`src/rtl/alu_pkg.sv`:
```
// Shared constants and pipeline entry type for the ALU issue/writeback stage.
// Entry fields are sized for the widest supported configuration; users cast to their widths.
package alu_pkg;

   localparam logic [2:0] ALU_ID0  = 3'd0;
   localparam logic [2:0] ALU_ADD  = 3'd1;
   localparam logic [2:0] ALU_SUB  = 3'd2;
   localparam logic [2:0] ALU_EQ   = 3'd3;
   localparam logic [2:0] ALU_LE   = 3'd4;
   localparam logic [2:0] ALU_GE   = 3'd5;
   localparam logic [2:0] ALU_ID1  = 3'd6;
   localparam logic [2:0] ALU_ZERO = 3'd7;

   typedef enum logic [1:0] {
      KIND_REG    = 2'd0,
      KIND_JUMP   = 2'd1,
      KIND_RESULT = 2'd2,
      KIND_NOP    = 2'd3
   } kind_e;

   localparam int unsigned ENTRY_DEST_WIDTH   = 8;
   localparam int unsigned ENTRY_TARGET_WIDTH = 32;

   typedef struct packed {
      logic                          valid;
      kind_e                         kind;
      logic [ENTRY_DEST_WIDTH-1:0]   dest;
      logic [ENTRY_TARGET_WIDTH-1:0] jump_addr;
   } pipe_entry_t;

endpackage

```
`src/rtl/alu_issue_wb_if.sv`:
```
// Decoder-to-issue handshake bundle: the decoder is master, the issue stage is slave.
interface alu_issue_wb_if #(
   parameter int unsigned REG_ADDR_WIDTH   = 4,
   parameter int unsigned INSTR_ADDR_WIDTH = 16
);
   logic                        issue_valid;
   logic                        issue_ready;
   logic [2:0]                  issue_op;
   logic [1:0]                  issue_kind;
   logic [REG_ADDR_WIDTH-1:0]   issue_dest;
   logic [REG_ADDR_WIDTH-1:0]   issue_src0_addr;
   logic [REG_ADDR_WIDTH-1:0]   issue_src1_addr;
   logic                        issue_src0_used;
   logic                        issue_src1_used;
   logic [INSTR_ADDR_WIDTH-1:0] issue_jump_addr;

   modport master (
      output issue_valid, issue_op, issue_kind, issue_dest,
             issue_src0_addr, issue_src1_addr, issue_src0_used, issue_src1_used,
             issue_jump_addr,
      input  issue_ready
   );

   modport slave (
      input  issue_valid, issue_op, issue_kind, issue_dest,
             issue_src0_addr, issue_src1_addr, issue_src0_used, issue_src1_used,
             issue_jump_addr,
      output issue_ready
   );
endinterface

```
`src/rtl/reg_scoreboard.sv`:
```
// One busy bit per architectural register, with set/clear update and three read ports.
module reg_scoreboard #(
   parameter int unsigned ADDR_WIDTH = 4
) (
   input  logic                  clk,
   input  logic                  reset,
   input  logic                  set_en,
   input  logic [ADDR_WIDTH-1:0] set_addr,
   input  logic                  clr_en,
   input  logic [ADDR_WIDTH-1:0] clr_addr,
   input  logic [ADDR_WIDTH-1:0] look0_addr,
   input  logic [ADDR_WIDTH-1:0] look1_addr,
   input  logic [ADDR_WIDTH-1:0] look2_addr,
   output logic                  look0_busy,
   output logic                  look1_busy,
   output logic                  look2_busy
);
   logic [2**ADDR_WIDTH-1:0] busy;

   always_ff @(posedge clk) begin
      if (reset) begin
         busy <= '0;
      end else begin
         if (clr_en) busy[clr_addr] <= 1'b0;
         if (set_en) busy[set_addr] <= 1'b1;
      end
   end

   assign look0_busy = busy[look0_addr];
   assign look1_busy = busy[look1_addr];
   assign look2_busy = busy[look2_addr];
endmodule

```
`src/rtl/alu_issue_wb.sv`:
```
// Issue/writeback control around the multi-cycle ALU: hazard stall, op delay, and
// retirement of the ALU result as register write, conditional jump, or result strobe.
module alu_issue_wb
   import alu_pkg::*;
#(
   parameter int unsigned DATA_WIDTH       = 32,
   parameter int unsigned REG_ADDR_WIDTH   = 4,
   parameter int unsigned INSTR_ADDR_WIDTH = 16,
   parameter int unsigned ALU_LATENCY      = 2
) (
   input  logic                        clk,
   input  logic                        reset,
   alu_issue_wb_if.slave               issue,
   output logic [2:0]                  alu_ctrl,
   input  logic [DATA_WIDTH-1:0]       alu_out,
   output logic                        reg_we,
   output logic [REG_ADDR_WIDTH-1:0]   reg_waddr,
   output logic [DATA_WIDTH-1:0]       reg_wdata,
   output logic                        jump_en,
   output logic [INSTR_ADDR_WIDTH-1:0] jump_addr,
   output logic                        result_valid,
   output logic [DATA_WIDTH-1:0]       result_data,
   output logic                        jump_pending
);
   pipe_entry_t               pipe [ALU_LATENCY];
   pipe_entry_t               incoming;
   pipe_entry_t               last;
   logic [2:0]                op_q [ALU_LATENCY-1];
   kind_e                     kind_in;
   logic                      accept;
   logic                      busy_src0, busy_src1, busy_dest;
   logic                      retire_reg;
   logic [REG_ADDR_WIDTH-1:0] retire_dest;

   assign kind_in     = kind_e'(issue.issue_kind);
   assign last        = pipe[ALU_LATENCY-1];
   assign retire_dest = REG_ADDR_WIDTH'(last.dest);
   assign retire_reg  = last.valid && (last.kind == KIND_REG);

   // A jump anywhere in flight blocks issue, so nothing younger ever needs squashing.
   always_comb begin
      jump_pending = 1'b0;
      for (int unsigned i = 0; i < ALU_LATENCY; i++)
         if (pipe[i].valid && pipe[i].kind == KIND_JUMP) jump_pending = 1'b1;
   end

   assign issue.issue_ready = ~jump_pending
                            & ~(issue.issue_src0_used & busy_src0)
                            & ~(issue.issue_src1_used & busy_src1)
                            & ~((kind_in == KIND_REG) & busy_dest);
   assign accept = issue.issue_valid & issue.issue_ready;

   always_comb begin
      incoming           = '0;
      incoming.valid     = 1'b1;
      incoming.kind      = kind_in;
      incoming.dest      = ENTRY_DEST_WIDTH'(issue.issue_dest);
      incoming.jump_addr = ENTRY_TARGET_WIDTH'(issue.issue_jump_addr);
   end

   always_ff @(posedge clk) begin
      if (reset) begin
         for (int unsigned i = 0; i < ALU_LATENCY; i++)   pipe[i] <= '0;
         for (int unsigned i = 0; i < ALU_LATENCY-1; i++) op_q[i] <= '0;
      end else begin
         pipe[0] <= accept ? incoming : '0;
         for (int unsigned i = 1; i < ALU_LATENCY; i++)   pipe[i] <= pipe[i-1];
         op_q[0] <= issue.issue_op;
         for (int unsigned i = 1; i < ALU_LATENCY-1; i++) op_q[i] <= op_q[i-1];
      end
   end

   assign alu_ctrl = op_q[ALU_LATENCY-2];

   always_comb begin
      reg_we       = 1'b0;
      reg_waddr    = '0;
      reg_wdata    = '0;
      jump_en      = 1'b0;
      jump_addr    = '0;
      result_valid = 1'b0;
      result_data  = '0;
      if (last.valid) begin
         case (last.kind)
            KIND_REG: begin
               reg_we    = 1'b1;
               reg_waddr = retire_dest;
               reg_wdata = alu_out;
            end
            KIND_JUMP: begin
               jump_en   = alu_out[0];
               jump_addr = INSTR_ADDR_WIDTH'(last.jump_addr);
            end
            KIND_RESULT: begin
               result_valid = 1'b1;
               result_data  = alu_out;
            end
            default: ;
         endcase
      end
   end

   reg_scoreboard #(.ADDR_WIDTH(REG_ADDR_WIDTH)) u_scoreboard (
      .clk        (clk),
      .reset      (reset),
      .set_en     (accept && (kind_in == KIND_REG)),
      .set_addr   (issue.issue_dest),
      .clr_en     (retire_reg),
      .clr_addr   (retire_dest),
      .look0_addr (issue.issue_src0_addr),
      .look1_addr (issue.issue_src1_addr),
      .look2_addr (issue.issue_dest),
      .look0_busy (busy_src0),
      .look1_busy (busy_src1),
      .look2_busy (busy_dest)
   );
endmodule

```
`src/flat_wrapper.sv`:
```
// flat-port wrapper written by rule: the top's interface ports become plain ports
module alu_issue_wb_flat import alu_pkg::*;
#(
   parameter int unsigned DATA_WIDTH       = 32,
   parameter int unsigned REG_ADDR_WIDTH   = 4,
   parameter int unsigned INSTR_ADDR_WIDTH = 16,
   parameter int unsigned ALU_LATENCY      = 2
)
  (clk, reset, alu_ctrl, alu_out, reg_we, reg_waddr, reg_wdata, jump_en, jump_addr, result_valid, result_data, jump_pending, issue_issue_valid, issue_issue_op, issue_issue_kind, issue_issue_dest, issue_issue_src0_addr, issue_issue_src1_addr, issue_issue_src0_used, issue_issue_src1_used, issue_issue_jump_addr, issue_issue_ready);
  alu_issue_wb_if #(.REG_ADDR_WIDTH(REG_ADDR_WIDTH), .INSTR_ADDR_WIDTH(INSTR_ADDR_WIDTH)) issue_i ();
  input  logic clk;
  input  logic reset;
  output logic [2:0] alu_ctrl;
  input  logic [DATA_WIDTH-1:0] alu_out;
  output logic reg_we;
  output logic [REG_ADDR_WIDTH-1:0] reg_waddr;
  output logic [DATA_WIDTH-1:0] reg_wdata;
  output logic jump_en;
  output logic [INSTR_ADDR_WIDTH-1:0] jump_addr;
  output logic result_valid;
  output logic [DATA_WIDTH-1:0] result_data;
  output logic jump_pending;
  input wire logic [$bits(issue_i.issue_valid)-1:0] issue_issue_valid;
  input wire logic [$bits(issue_i.issue_op)-1:0] issue_issue_op;
  input wire logic [$bits(issue_i.issue_kind)-1:0] issue_issue_kind;
  input wire logic [$bits(issue_i.issue_dest)-1:0] issue_issue_dest;
  input wire logic [$bits(issue_i.issue_src0_addr)-1:0] issue_issue_src0_addr;
  input wire logic [$bits(issue_i.issue_src1_addr)-1:0] issue_issue_src1_addr;
  input wire logic [$bits(issue_i.issue_src0_used)-1:0] issue_issue_src0_used;
  input wire logic [$bits(issue_i.issue_src1_used)-1:0] issue_issue_src1_used;
  input wire logic [$bits(issue_i.issue_jump_addr)-1:0] issue_issue_jump_addr;
  output wire logic [$bits(issue_i.issue_ready)-1:0] issue_issue_ready;
  assign issue_i.issue_valid = issue_issue_valid;
  assign issue_i.issue_op = issue_issue_op;
  assign issue_i.issue_kind = issue_issue_kind;
  assign issue_i.issue_dest = issue_issue_dest;
  assign issue_i.issue_src0_addr = issue_issue_src0_addr;
  assign issue_i.issue_src1_addr = issue_issue_src1_addr;
  assign issue_i.issue_src0_used = issue_issue_src0_used;
  assign issue_i.issue_src1_used = issue_issue_src1_used;
  assign issue_i.issue_jump_addr = issue_issue_jump_addr;
  assign issue_issue_ready = issue_i.issue_ready;
  alu_issue_wb #(.DATA_WIDTH(DATA_WIDTH), .REG_ADDR_WIDTH(REG_ADDR_WIDTH), .INSTR_ADDR_WIDTH(INSTR_ADDR_WIDTH), .ALU_LATENCY(ALU_LATENCY)) u_core (.clk(clk), .reset(reset), .issue(issue_i), .alu_ctrl(alu_ctrl), .alu_out(alu_out), .reg_we(reg_we), .reg_waddr(reg_waddr), .reg_wdata(reg_wdata), .jump_en(jump_en), .jump_addr(jump_addr), .result_valid(result_valid), .result_data(result_data), .jump_pending(jump_pending));
endmodule
```
`config.mk`:
```
export PLATFORM = sky130hd
export DESIGN_NAME = alu_issue_wb_flat
export DESIGN_NICKNAME = d
export VERILOG_FILES = /design/src/rtl/alu_pkg.sv /design/src/rtl/alu_issue_wb_if.sv /design/src/rtl/reg_scoreboard.sv /design/src/rtl/alu_issue_wb.sv /design/src/flat_wrapper.sv
export SDC_FILE = /design/constraint.sdc
export NUM_CORES = 1
export LEC_CHECK = 0
export ABC_AREA = 1
export CAP_MARGIN = 25
export CORE_ASPECT_RATIO = 0.9
export CORE_UTILIZATION = 30
export CTS_CLUSTER_DIAMETER = 60
export CTS_CLUSTER_SIZE = 25
export DETAILED_ROUTE_END_ITERATION = 7
export GPL_TIMING_DRIVEN = 0
export SYNTH_ARGS = -nofsm -noshare
export SYNTH_HDL_FRONTEND = slang
export SYNTH_SLANG_ARGS = --single-unit
```
`constraint.sdc`:
```
create_clock -name clk -period 2.7 [get_ports clk]
set_clock_uncertainty 0.2 [all_clocks]
set_input_delay 0.675 -clock clk [delete_from_list [all_inputs] [get_ports clk]]
set_output_delay 0.675 -clock clk [all_outputs]
set_load 0.02 [all_outputs]
```
# Word level (Yosys, flattened, before mapping)
# Memory sizes are Yosys's and may differ from the RTL's.
# Index checks and enable logic that the tools add are counted.
# word_totals
reg_bits	16
ramBits	89
input_bits	70
output_inout_bits	92
elab_cells	74
mem_count	2
# classes
magnitude_cmp	6
n_eq_ne	3
muxes	37
bitwise_logic	16
reduce_logical	9
# mem_list
name	depth	word_bits	read_ports	rd_ports_with_merged_regs	write_ports	line_no	source
u_core.pipe	2	43	2	0	2	alu_issue_wb.sv:25	pipe_entry_t pipe [ALU_LATENCY];
u_core.op_q	1	3	1	0	1	alu_issue_wb.sv:28	logic [2:0] op_q [ALU_LATENCY-1];
# ops
operator	n
43-bit 2-to-1 mux	3
32-bit 2-to-1 mux	4
16-bit 2-to-1 mux	5
4-bit by 5-bit less-than comparator with 1-bit output (second input constant)	4
1-bit 2-to-1 mux	17
16-bit AND	1
16-bit NOT	1
16-bit OR	1
1-bit binary-select mux with 4-bit select	3
1-bit demux with 4-bit select	2
4-bit by 1-bit greater-or-equal comparator with 1-bit output (second input constant)	2
4-bit 2-to-1 mux	2
1-bit AND	7
1-bit logical AND	6
2-bit by 1-bit == test with 1-bit output (second input constant)	2
2-bit logical NOT	2
1-bit NOT	4
3-bit 2-to-1 mux	1
3-bit OR reduction	1
2-bit == test (second input constant)	1
1-bit OR	2

# Logic depth before layout (Yosys ltp)
# Gate-level depths: netlist (run 1).
# An unclocked memory read counts as a cell.
# logic_depth
depth_word	12
mapped_depth	15
ltp_nobuf	14

# By module
# From an unflattened synthesis (run 1), not the netlist that was laid out.
# hier_totals
hier_cells	537
area_unflattened_um2	3352.0
# by_module_without_submodules
mod	instances	cells_per_inst	area_per_inst_um2	seq_area_each_um2
alu_issue_wb	1	317	2102.0	980.9
reg_scoreboard	1	220	1249.9	320.3

# Worst setup path before layout (run 1)
# Ideal clock, no wire load.
# synth_timing
kind	input port to output port
startpoint	input issue_issue_src1_addr[0]
endpoint	output issue_issue_ready
t_arrival_ns	1.757
required_ns	1.825
path_slack_ns	0.068
stages	8
n_path_buf	3
cell_sequence	clkbuf_2 -> buf_2 -> o211ai_1 -> nand3_1 -> nand3_1 -> a21boi_1 -> nor2_4 -> buf_4
# synth_between
elab_chain_len	6
# synth_rtl
element	line_no	source
from (decl)	flat_wrapper.sv:28	input wire logic [$bits(issue_i.issue_src1_addr)-1:0] issue_issue_src1_addr;
1-bit binary-select mux with 4-bit select	reg_scoreboard.sv:30	assign look1_busy = busy[look1_addr];
1-bit 2-to-1 mux (implied by the code)	reg_scoreboard.sv:30	
1-bit AND	alu_issue_wb.sv:49	& ~(issue.issue_src1_used & busy_src1)
1-bit NOT	alu_issue_wb.sv:49	
1-bit AND	alu_issue_wb.sv:49	
1-bit AND	alu_issue_wb.sv:50	& ~((kind_in == KIND_REG) & busy_dest);
to (decl)	flat_wrapper.sv:32	output wire logic [$bits(issue_i.issue_ready)-1:0] issue_issue_ready;
# No other way between the ends. The select of a mux whose other input is x is not followed.

# Worst setup path after layout (run 1)
# layout_timing
startpoint	input issue_issue_dest[0]
endpoint	output issue_issue_ready
# layout_between
elab_chain_len	5
# layout_rtl
element	line_no	source
from (decl)	flat_wrapper.sv:26	input wire logic [$bits(issue_i.issue_dest)-1:0] issue_issue_dest;
1-bit binary-select mux with 4-bit select	reg_scoreboard.sv:31	assign look2_busy = busy[look2_addr];
1-bit 2-to-1 mux (implied by the code)	reg_scoreboard.sv:31	
1-bit AND	alu_issue_wb.sv:50	
1-bit NOT	alu_issue_wb.sv:50	
1-bit AND	alu_issue_wb.sv:50	
# No other way between the ends. The select of a mux whose other input is x is not followed.

==> results of run 1 <==
-- sequential cells by signal (all words and copies together), names as in the netlist --
name / cells
u_core.u_scoreboard.busy: 16
u_core.op_q: 3
u_core.pipe: 46
-- cell usage in the layout (no fill, tap or decap), types with 8 or more instances in the layout --
cell,instances
a21oi_1,20
clkbuf_1,8
clkbuf_16,9
clkbuf_2,10
clkdlybuf4s50_1,66
dfxtp_1,65
dlygate4sd2_1,73
inv_1,124
nand2_1,61
nand3_1,19
nand4_1,16
nor2_1,138
nor2_2,12
nor2_4,12
o21ai_0,20
-- area by class of cell --
class	count	area share
Inverter	130	0.0898
Clock inverter	7	0.0143
Multi-Input combinational cell	318	0.278
Clock buffer	9	0.0415
Timing Repair Buffer	163	0.276
Buffer	22	0.0256
Sequential cell	65	0.240
Tap cell	152	0.0350
-- worst max-delay path by stage --
stage	endpoint	slack, ps	depth (start not counted)
2_1_floorplan	issue_issue_ready	70	8
3_3_place_gp	issue_issue_ready	-1210	12
3_5_place_dp	issue_issue_ready	-1230	12
4_1_cts	issue_issue_ready	-160	8
5_1_grt	issue_issue_ready	-200	13
6_report	issue_issue_ready	-80	13
-- where the power goes --
| part | internal, uW | leakage, uW | switching (uW) |
|---|---|---|---|
| Sequential | 988 | 0.000528 | 9.21 |
| Combinational | 171 | 0.00214 | 194 |
| Clock | 721 | 0.000146 | 442 |
-- logic make-up (layout without fill, tap and decap cells) --
logic type / count (synthesis) / in the layout / share of synthesized area
flip-flops: 65 / 65 / 0.384
AND/OR/NAND/NOR: 267 / 267 / 0.356
AO/OA/AOI/OAI: 51 / 51 / 0.0810
buffers and inverters: 152 / 331 / 0.179
-- synth_stat cells, types with 2 or more instances --
library cell,n
nor2_1,139
inv_1,126
dfxtp_1,65
nand2_1,65
a21oi_1,20
nand3_1,20
o21ai_0,20
nand4_1,16
clkbuf_1,15
nor2_4,12
nor2_2,11
inv_2,4
o211ai_1,4
o21ai_1,4
buf_2,2
buf_6,2
-- metal layers --
layer	up-vias	wire [um]
met2	147	4690
met1	1586	4390
met3	13	899
met4	0	148
li1	1930	-
met5	-	0
-- worst min-delay path, cell delays in order, from the launching register on --
cell and delay, ps:
dfxtp_1 290, inv_1 40, nor2_1 30
-- what timing repair did --
item,CTS,global route
resized for setup,117,30
cloned,0,1
pin swaps,2,4
setup buffers,2,3
endpoints found under the setup margin,86,24
-- stage by stage --
step / TNS, ps / hold WS [ps] / utilization / instance area (um^2)
after floorplan: 0 / 188 / - / 3380
after global placement: -14800 / 189 / 0.472 / 5150
after detailed placement: -15820 / 192 / 0.472 / 5150
after CTS: -172 / 200 / 0.496 / 5410
after global routing: -200 / 210 / 0.498 / 5430
final: -78.6 / 199 / 0.498 / 5430
==> metrics.txt, run 1 <==
area occupied by multi-input gates=1510 um^2; area delta synth->final=60.5%; min-delay worst type=reg2reg; Root Driver=clkbuf_16; sequential-to-total area share from yosys stat=0.384; row cnt=36; Tot Pwr=about 2500 uW; vias in the first global route=3406; average cell area after synthesis=6.33 um^2; antenna violations before repair=0; I/O pin count=~160; die height=103 um; Most common cell on crit path=nand2_1; Final WS setup=-78.6 ps; WHS Path Cells=2; Synth area leaders=dfxtp_1 (38%), nor2_1 (15%), inv_1 (14%); failing checks=negative setup slack; crit-path cells=clkbuf_4 > buf_6 > nand2_1 > o21ai_2 > nand2_1 > nand2_1 > nand2_1 > nand2_1 > o21ai_2 > nand3_2 > nor2_4 > buf_6 > buf_6; CP Capture Type=output port; CP max FO=6; Pre-Repair DR Iteration Count=4; Async SR Flop Fraction=0; IO Port Bufs=157; Synth cell types=26; Setup crit start=issue_issue_dest[0]; top cell type's share of synthesized area=0.384; Top Family by Delay on Critical Path=simple AND/OR/NAND/NOR gates; dpl ws=-1230 ps; Cells after Synth=535; GRT busiest layer=met2; r2r endpoint=u_core.pipe[0][5]; Final GP Congestion=0.843; met3 Usage GRT=0.0447; Seq cells post-synth=65; diodes inserted=0; Residual DRC=0; routed via count=around 3700; Starting Density=0.310; area of the core=10900 um^2; placed insts=844; first-pass GRT wire length=about 16000 um; Worst Path Required=1820 ps; Setup Crit Path Kind=in2out; measured slew at the worst slew-check pin=527 ps; MaxCap Viol Count=0; Final Hold Fails=0; register area=1300 um^2; top_reg_cell synth=dfxtp_1; worst r2r src=u_core.u_scoreboard.busy[7]; largest net degree at the start of global routing=14; slew margin rel.=0.649; PwrDens=465 nW/um^2; Filler Cells Inserted=1143; clock transition at the registers of the reported paths=60 ps; Worst path slowest cell=clkbuf_4; Startpoint Class=input port; R2R cell count=14; cts bufs inserted=9; CP max stage delay=approximately 150 ps; cell area after synthesis=3380 um^2; nets=~780; CP arrival=1900 ps; Die ar.=11700 um^2; number of standard cells in the final layout excluding fillers=866; clk buf depth=2; cts-stage hold buffer count=0; TritonCTS clock tree=yes; share of cells above drive strength 1=0.122; htree depth=3; Final Max Tran Viols=0; RSZ-0062 raised after global routing=yes; worst path bufs/invs=4; die width=114 um; Tcrit/Tclk final=1.03; EDFF count, synth=0; all-layer global routing usage=0.179; Total Routed Length=10100 um; area leader, netlist=dfxtp_1; synth warn=0; Final Setup Violations=1; fin crit period=2780 ps; post-route ant nets=0; Peak Freq=between 0.3 and 0.4 GHz; R2R Setup Slk=540 ps; routed len/inst=11.7 um; Skew-Pair Late Insertion Delay=330 ps; DR iter-0 viols=174; maximum VDD drop=around 390 uV; grt met2 use=0.318; total global routing overflow=0; met1 GRT Util=0.214; drt via density=4.24; leakage=approximately 0.0028 uW; syn nets=605; Worst Hold Path EP=u_core.pipe[0][50]; outcome=complete, but fails checks; min-delay src=u_core.pipe[0][7]; CTS Sinks=65; Post-DP HPWL=8170 um
Power figures use the tool's default switching activity.
==> run 2, diff against run 1 <==
--- a/config.mk
+++ b/config.mk
@@ -7,12 +7,13 @@
 export LEC_CHECK = 0
 export ABC_AREA = 1
 export CAP_MARGIN = 25
-export CORE_ASPECT_RATIO = 0.9
+export CORE_ASPECT_RATIO = 2
 export CORE_UTILIZATION = 30
 export CTS_CLUSTER_DIAMETER = 60
 export CTS_CLUSTER_SIZE = 25
 export DETAILED_ROUTE_END_ITERATION = 7
 export GPL_TIMING_DRIVEN = 0
+export SKIP_CTS_REPAIR_TIMING = 1
 export SYNTH_ARGS = -nofsm -noshare
 export SYNTH_HDL_FRONTEND = slang
 export SYNTH_SLANG_ARGS = --single-unit
==> metrics.txt, run 2 (synthesis gave the netlist of run 1 again) <==
total global routing overflow=0 (unchanged); Post-DP HPWL=9150 um (+12%); post-route ant nets=0 (unchanged); failing checks=negative setup slack; largest net degree at the start of global routing=12 (-2); most frequent cells in the layout=nor2_1 (138), inv_1 (126), dlymetal6s2s_1 (83), clkdlybuf4s50_1 (72), dfxtp_1 (65); clk buf depth=2 (unchanged); vias in the first global route=3714 (+9.0%); die height=152 um (+48%); measured slew at the worst slew-check pin=515 ps (-11.8 ps); Root Driver=clkbuf_16; drt via density=4.42 (+4.1%); R2R Setup Slk=480 ps (-60 ps); Final WS setup=-298 ps (-220 ps); CTS Sinks=65 (unchanged); leakage=0.00387 uW (+38%); share of cells above drive strength 1=0.104 (-0.0182); Startpoint Class=input port; row cnt=54 (+50%); CP max FO=8 (+2); placed insts=832 (-1.4%); TritonCTS clock tree=yes; Top Registers=u_core.pipe (46), u_core.u_scoreboard.busy (16), u_core.op_q (3); first-pass GRT wire length=17800 um (+10%); Setup Crit Path Kind=in2out; Peak Freq=0.334 GHz (-7.3%); CP max stage delay=580 ps (+430 ps); outcome=complete, but fails checks; routed len/inst=13.4 um (+15%); fin crit period=3000 ps (+220 ps); max FFs per register=46 (unchanged); final instance area=5770 um^2 (+6.2%); register area=1300 um^2 (unchanged); commonest non-fill, non-tap cell in the layout=nor2_1; area of placed instances=5130 um^2 (-0.29%); Final Setup Violations=1 (unchanged); Final Max Tran Viols=0 (unchanged); Filler Cells Inserted=1093 (-4.4%); Total Routed Length=11500 um (+13%); I/O pin count=162 (unchanged); Biggest register=u_core.pipe; Top Family by Delay on Critical Path=buffers and inverters; area of the core=10900 um^2 (+0.41%); PwrDens=474 nW/um^2 (+1.9%); die width=77.1 um (-32%); Worst Path Required=1820 ps (about the same); MaxCap Viol Count=0 (unchanged); diodes inserted=0 (unchanged); Final GP Congestion=0.911 (+8.1%); crit-path cells=clkdlybuf4s50_1 > inv_1 > nand3_1 > nand3b_1 > a21boi_2 > nor2_4 > buf_6 > buf_4; Final Core Density=0.527 (+0.0287); Skew-Pair Late Insertion Delay=320 ps (about the same); slew margin rel.=0.656 (+0.00783); dpl ws=-1310 ps (-83.2 ps); area occupied by multi-input gates=1500 um^2 (-0.91%); maximum VDD drop=492 uV (+28%); all-layer global routing usage=0.197 (+0.0171); area delta synth->final=70.4%; CP Capture Type=output port; DR iter-0 viols=148 (-15%); number of standard cells in the final layout excluding fillers=854 (-1.4%); RSZ-0062 raised after global routing=yes; clock transition at the registers of the reported paths=50 ps (about the same); IO Port Bufs=157 (unchanged); nets=779 (unchanged); Starting Density=0.309 (-0.00128); Final Hold Fails=0 (unchanged); CP arrival=2120 ps (+220 ps); htree depth=3 (unchanged); worst path bufs/invs=4 (unchanged); Residual DRC=0 (unchanged); cts bufs inserted=9 (unchanged); Worst path slowest cell=clkdlybuf4s50_1; routed via count=3774 (+2.7%); Pre-Repair DR Iteration Count=6 (+2); min-delay worst type=reg2reg; Tcrit/Tclk final=1.11 (+0.0814); Die ar.=11700 um^2 (+0.21%); antenna violations before repair=0 (unchanged)
-- run 2: cell types whose count changed in the layout (fill, tap and decap cells not counted), sizes merged, moves of 2 or more --
cell           delta
inv               -2
clkinv            -2
clkdlybuf4s15     -2
bufinv            +2
clkbuf            -5
dlymetal6s2s     +77
clkdlybuf4s50     +6
dlygate4sd2      -73
-- run 2: worst min-delay path, stage by stage, from the launching register on --
cell and delay, ps:
dfxtp_1 290, inv_1 40, nor2_1 30
-- run 2: per-stage QoR --
step                setup TNS, ps  hold slack, ps  power, uW
global placement           -17370             189       1380
global route                 -350             203       2850
detailed placement         -18860             193       1390
CTS                        -17410             199       2750
finish                       -298             193       2730
floorplan                       0             188       1200
-- run 2: power by group --
part	total (uW)	internal, uW	switching, uW
registers	999	989	9.58
logic	384	180	204
clock network	1350	953	398
total	2730	2120	612
-- run 2: cell type report --
| cell class | instances | area share |
|---|---|---|
| well taps | 140 | 0.0304 |
| plain buffers | 22 | 0.0232 |
| repair buffers | 163 | 0.315 |
| inverters | 130 | 0.0846 |
| flip-flops and latches | 65 | 0.226 |
| multi-input cells | 318 | 0.260 |
| clock inverters | 4 | 0.0171 |
| clock buffers | 12 | 0.0445 |
-- run 2: worst paths after layout --
check / depth (start not counted) / end / start
hold / removal: 2 / u_core.pipe[0][56] / u_core.pipe[0][13]
setup reg to reg: 14 / u_core.pipe[0][8] / u_core.u_scoreboard.busy[7]
hold reg to reg: 2 / u_core.pipe[0][56] / u_core.pipe[0][13]
setup / recovery: 8 / issue_issue_ready / issue_issue_src1_addr[2]
-- run 2: per-layer routing --
metal / vias to the layer above / share of wire / GRT usage / routed length, um
li1: 1927 / - / - / -
met1: 1695 / 0.35 / 0.193 / 3990
met4: 0 / 0.030 / 0.106 / 345
met2: 131 / 0.57 / 0.369 / 6500
met5: - / 0 / 0 / 0
met3: 21 / 0.054 / 0.0461 / 620
